**config.mk**
```make
export PLATFORM = sky130hd
export DESIGN_NAME = dec_pfx_seq
export DESIGN_NICKNAME = d
export VERILOG_FILES = /design/src/rtl/dec_pfx_seq_pkg.sv /design/src/rtl/dec_pfx_seq.sv
export SDC_FILE = /design/constraint.sdc
export NUM_CORES = 1
export LEC_CHECK = 0
export BUFFER_PORTS_ARGS = -buffer_cell sky130_fd_sc_hd__buf_2
export CORE_ASPECT_RATIO = 1.25
export CORE_MARGIN = 2
export CORE_UTILIZATION = 50
export DETAILED_ROUTE_END_ITERATION = 10
export PLACE_DENSITY = 0.86
export SYNTH_ARGS = -nofsm -noshare
export SYNTH_HDL_FRONTEND = slang
export SYNTH_SLANG_ARGS = --single-unit
```
**constraint.sdc**
```tcl
create_clock -name clock -period 4 [get_ports clock]
set_clock_uncertainty 0.15 [all_clocks]
set_input_delay 0.4 -clock clock [delete_from_list [all_inputs] [get_ports clock]]
set_output_delay 0.4 -clock clock [all_outputs]
set_load 0.01 [all_outputs]
```
**src/rtl/dec_pfx_seq_pkg.sv**
```systemverilog
// Shared definitions for the BJX1 fetch-to-decode prefix sequencer:
// prefix opcodes, state encoding and the decode bundle layout.
package dec_pfx_seq_pkg;

    localparam int unsigned WORD_W   = 16;
    localparam int unsigned BUNDLE_W = 32;
    localparam int unsigned CNT_W    = 16;

    localparam logic [7:0] PFX_XE8 = 8'h8E;
    localparam logic [7:0] PFX_XEC = 8'hCE;

    typedef enum logic {
        PFXSEQ_EMPTY = 1'b0,
        PFXSEQ_HOLD  = 1'b1
    } pfxseq_state_e;

    // istrWord layout: opcode word high, prefix word low
    typedef struct packed {
        logic [WORD_W-1:0] opcode;
        logic [WORD_W-1:0] prefix;
    } istr_word_t;

    function automatic logic is_prefix(input logic [WORD_W-1:0] w);
        return (w[15:8] == PFX_XE8) || (w[15:8] == PFX_XEC);
    endfunction

endpackage

```
**src/rtl/dec_pfx_seq.sv**
```systemverilog
// Joins an 8Exx/CExx prefix word with the following opcode word into one
// registered 32-bit decode bundle; plain words pass through as {word, 0}.
module dec_pfx_seq
    import dec_pfx_seq_pkg::*;
#(
    parameter int unsigned PC_BITS = 32
) (
    input  logic                clock,
    input  logic                reset,
    input  logic [WORD_W-1:0]   ifWord,
    input  logic [PC_BITS-1:0]  ifPc,
    input  logic                ifValid,
    output logic                ifReady,
    input  logic                iFlush,
    output logic [BUNDLE_W-1:0] idWord,
    output logic [PC_BITS-1:0]  idPc,
    output logic                idIsXE,
    output logic                idBadPfx,
    output logic                idValid,
    input  logic                idReady,
    output logic [CNT_W-1:0]    oPairCnt
);

    pfxseq_state_e      r_state;
    logic [WORD_W-1:0]  r_hold_word;
    logic [PC_BITS-1:0] r_hold_pc;
    istr_word_t         r_word;
    logic [PC_BITS-1:0] r_pc;
    logic               r_xe;
    logic               r_bad;
    logic               r_valid;
    logic [CNT_W-1:0]   r_pair_cnt;

    pfxseq_state_e      w_state_nxt;
    logic [WORD_W-1:0]  w_hold_word_nxt;
    logic [PC_BITS-1:0] w_hold_pc_nxt;
    istr_word_t         w_word_nxt;
    logic [PC_BITS-1:0] w_pc_nxt;
    logic               w_xe_nxt;
    logic               w_bad_nxt;
    logic               w_valid_nxt;
    logic [CNT_W-1:0]   w_cnt_nxt;
    logic               w_load;
    logic               w_xfer;
    logic               w_is_pfx;

    // Only combinational output: accept when the output slot is free or draining
    assign ifReady  = !reset && !iFlush && (!r_valid || idReady);
    assign w_xfer   = ifValid && ifReady;
    assign w_is_pfx = is_prefix(ifWord);

    always_comb begin
        w_state_nxt     = r_state;
        w_hold_word_nxt = r_hold_word;
        w_hold_pc_nxt   = r_hold_pc;
        w_word_nxt      = r_word;
        w_pc_nxt        = r_pc;
        w_xe_nxt        = r_xe;
        w_bad_nxt       = r_bad;
        w_valid_nxt     = r_valid;
        w_cnt_nxt       = r_pair_cnt;
        w_load          = 1'b0;

        if (iFlush) begin
            // Flush beats a simultaneous consume: the bundle is dropped
            w_state_nxt     = PFXSEQ_EMPTY;
            w_hold_word_nxt = '0;
            w_hold_pc_nxt   = '0;
            w_valid_nxt     = 1'b0;
        end else begin
            if (w_xfer) begin
                case (r_state)
                    PFXSEQ_EMPTY: begin
                        if (w_is_pfx) begin
                            w_hold_word_nxt = ifWord;
                            w_hold_pc_nxt   = ifPc;
                            w_state_nxt     = PFXSEQ_HOLD;
                        end else begin
                            w_load     = 1'b1;
                            w_word_nxt = '{opcode: ifWord, prefix: '0};
                            w_pc_nxt   = ifPc;
                            w_xe_nxt   = 1'b0;
                            w_bad_nxt  = 1'b0;
                        end
                    end
                    PFXSEQ_HOLD: begin
                        w_load   = 1'b1;
                        w_pc_nxt = r_hold_pc;
                        w_xe_nxt = 1'b1;
                        if (w_is_pfx) begin
                            // Prefix after prefix: emit the old one as bad, keep the new one
                            w_word_nxt      = '{opcode: '0, prefix: r_hold_word};
                            w_bad_nxt       = 1'b1;
                            w_hold_word_nxt = ifWord;
                            w_hold_pc_nxt   = ifPc;
                        end else begin
                            w_word_nxt      = '{opcode: ifWord, prefix: r_hold_word};
                            w_bad_nxt       = 1'b0;
                            w_cnt_nxt       = r_pair_cnt + CNT_W'(1);
                            w_hold_word_nxt = '0;
                            w_hold_pc_nxt   = '0;
                            w_state_nxt     = PFXSEQ_EMPTY;
                        end
                    end
                    default: w_state_nxt = PFXSEQ_EMPTY;
                endcase
            end

            if (w_load) begin
                w_valid_nxt = 1'b1;
            end else if (idReady && r_valid) begin
                w_valid_nxt = 1'b0;
            end
        end
    end

    always_ff @(posedge clock) begin
        if (reset) begin
            r_state     <= PFXSEQ_EMPTY;
            r_hold_word <= '0;
            r_hold_pc   <= '0;
            r_word      <= '0;
            r_pc        <= '0;
            r_xe        <= 1'b0;
            r_bad       <= 1'b0;
            r_valid     <= 1'b0;
            r_pair_cnt  <= '0;
        end else begin
            r_state     <= w_state_nxt;
            r_hold_word <= w_hold_word_nxt;
            r_hold_pc   <= w_hold_pc_nxt;
            r_word      <= w_word_nxt;
            r_pc        <= w_pc_nxt;
            r_xe        <= w_xe_nxt;
            r_bad       <= w_bad_nxt;
            r_valid     <= w_valid_nxt;
            r_pair_cnt  <= w_cnt_nxt;
        end
    end

    assign idWord   = r_word;
    assign idPc     = r_pc;
    assign idIsXE   = r_xe;
    assign idBadPfx = r_bad;
    assign idValid  = r_valid;
    assign oPairCnt = r_pair_cnt;

endmodule
```
==> flow_metrics.tcl <==
set metrics [dict create \
    die_area_um2 11600 \
    hold_viol_final 0 \
    rr_startpoint "r_state" \
    post-dp-hpwl_um 9390 \
    cap_violations 0 \
    worst_pin_slew_ns 0.974 \
    antenna_found_initial 1 \
    drcViolationCount 0 \
    synth_area_per_cell_um2 9.54 \
    async_flop_share 0 \
    clock.fmax_mhz 377 \
    p_leak_nw 2.55 \
    final_cell_mix "136 x buf_2, 131 x dfxtp_1, 84 x a21oi_1" \
    place_area_um2 6060 \
    rsz0062_at_grt "no" \
    cts-buffers-inserted 17 \
    synth_edf_count 0 \
    crit_path_start "r_state" \
    drv_slew 0 \
    placed_cells 780 \
    start_kind "flip-flop" \
    ys_types 43 \
    rows 42 \
    hp-start "ifWord[11]" \
    vdd_drop_max_v 0.000251 \
    globalRouteOverflowTotal 0 \
    die_width_um 96.8 \
    cpMaxStageDelayCell "dfxtp_2" \
    slew_headroom 0.351 \
    p_per_area_nw_per_um2 458 \
    setup_tns_ns 0 \
    grt_usage 0.245 \
    tritoncts "built" \
    synth_warnings 0 \
    path_cells "buf_4 -> and4_1 -> nand2_1 -> nor4_1 -> mux2_1" \
    final.period_utilization 0.662 \
    critPathKind "flip-flop to flip-flop" \
    cp_max_fo 29 \
    clockBufferDepth 2 \
    final-setup-viol-count 0 \
    synth_nets 618 \
    power.total_mw 3.05 \
    required_ns 4.14 \
    syn_area_um2 5380 \
    io-pin-count 137 \
    root_buffer "clkbuf_16" \
    yosys.area_share.adder 0.00233 \
    postCtsSetupBuffers 0 \
    clkSinkCount 132 \
    start_util 0.509 \
    place_congestion 0.836 \
    stdcell_count 813 \
    area_growth_syn_to_layout_pct 23.5 \
    ys.flop_type "dfxtp_1" \
    finalInstanceArea_um2 6650 \
    worst_hold_slack_ns 0.0651 \
    drt-total-wl_um 14500 \
    die_h_um 120 \
    yosys.area.top_type "dfxtp_1" \
    cts_resized 0 \
    yosysTopAreaCellShare 0.491 \
    outcome "completed" \
    dr_total_vias 4999 \
    drive_gt1_frac 0.282 \
    path_clk_slew_ns 0.06 \
    htreeDepth 4 \
    grt_pass1_wl_um 23300 \
    final_common_cell "buf_2" \
    cts_hold_buf 0 \
    synth_mux_area_frac 0.0781 \
    ys_seq_area_frac 0.491 \
    clk_latency_ns 0.41 \
    synth_compound_area_frac 0.252 \
    endpoint_kind "flip-flop" \
    hold_path_class "input pin to flip-flop" \
    vias_per_cell 6.15 \
    core_um2 10600 \
    first_iter_violations 293 \
    cp.arrival_ns 2.79 \
    synthSimpleGateAreaFrac 0.129 \
    synth_top_family_by_area "compound AO/OA/AOI/OAI gates" \
    nNetsFinal 721 \
    wl_per_cell_um 17.8 \
    synth_xor_area_frac 0 \
    synth-seq-cells 132 \
    grt_pass1_vias 4795 \
    drtAntennaViolNets 0 \
    dr.pass1.iters 5 \
    grt_max_degree 61 \
    port_buffers 136 \
    synth_top_cells_by_area "dfxtp_1 49%, a21oi_1 7.9%, mux2i_1 6.1%, o211ai_1 5.7%, nand3_1 4.9%" \
    syn_inst 564 \
    worst_path_largest_cell_delay_ns 0.52 \
    period_needed_ns 2.65 \
]
## worst max-delay path: cells and delay by family (launching register included)
| kind | cells | cell delay [ns] |
|---|---|---|
| buffers and inverters | 1 | 0.49 |
| muxes | 1 | 0.38 |
| DFF | 1 | 0.52 |
| and+or+nand+nor | 3 | 0.98 |
## path summary, 6_finish.rpt
path	to	slack, ns	cells past startpoint
worst min-delay path	idWord[27]	0.07	2
worst max register to register	oPairCnt[12]	1.35	5
worst min register to register	idIsXE	0.32	1
worst max-delay path	oPairCnt[12]	1.35	5
## metal layers
| metal | routed length, um | vias up | GRT usage |
|---|---|---|---|
| li1 | - | 2340 | - |
| met1 | 6100 | 2427 | 0.311 |
| met2 | 7260 | 201 | 0.405 |
| met3 | 769 | 31 | 0.0524 |
| met4 | 342 | 0 | 0.105 |
| met5 | 0 | - | 0 |
## cell usage after synthesis (2+ instances only)
library cell / n
nor2_1: 13
clkbuf_1: 37
mux2_1: 8
nand4_1: 2
or2_1: 2
buf_1: 8
and4_1: 5
a22o_1: 29
o311ai_1: 2
nor4_2: 2
nor2b_1: 9
nor4_1: 4
nand2_1: 15
mux2i_1: 33
buf_2: 15
and3_1: 3
a21oi_1: 85
or2_2: 3
a211oi_1: 32
o21ai_0: 5
dfxtp_1: 132
or4_1: 2
o41ai_1: 4
o211ai_1: 41
nand3_1: 53
o311ai_0: 2
or3_1: 2
## sequential cells by signal, summed over array words and instances (netlist names)
signal	flops
r_hold_word	16
oPairCnt	16
idIsXE	1
r_hold_pc	32
idPc	32
idValid	1
idBadPfx	1
idWord	32
r_state	1
## through the flow
stage | utilization | worst slack [ns]
floorplan | - | 1.79
global placement | 0.574 | 1.16
detailed placement | 0.574 | 1.12
CTS | 0.629 | 1.43
global route | 0.629 | 1.26
finish | 0.629 | 1.35
## power breakdown
group	switching, mW	internal (mW)	total, mW
combinational	0.113	0.0676	0.180
clock	0.592	0.922	1.51
sequential	0.0131	1.34	1.35
total	0.718	2.33	3.05
## cells by family (layout without fill, tap and decap cells)
| group | count (synthesis) | count (layout) |
|---|---|---|
| other cells | 0 | 1 |
| mux | 41 | 41 |
| simple gates | 124 | 124 |
| compound gates | 204 | 204 |
| buf+inv | 62 | 178 |
| flops | 132 | 132 |
| fa+ha+maj | 1 | 1 |
## area by class of cell
| cell class | instances | area (um2) |
|---|---|---|
| Multi-Input combinational cell | 370 | 2500 |
| Fill cell | 835 | 3920 |
| Timing Repair Buffer | 145 | 748 |
| Sequential cell | 132 | 2640 |
| Clock buffer | 18 | 429 |
| Antenna cell | 1 | 2.50 |
| Clock inverter | 14 | 153 |
| Tap cell | 132 | 165 |
| Inverter | 1 | 3.75 |
(Power assumes the default switching activity.)
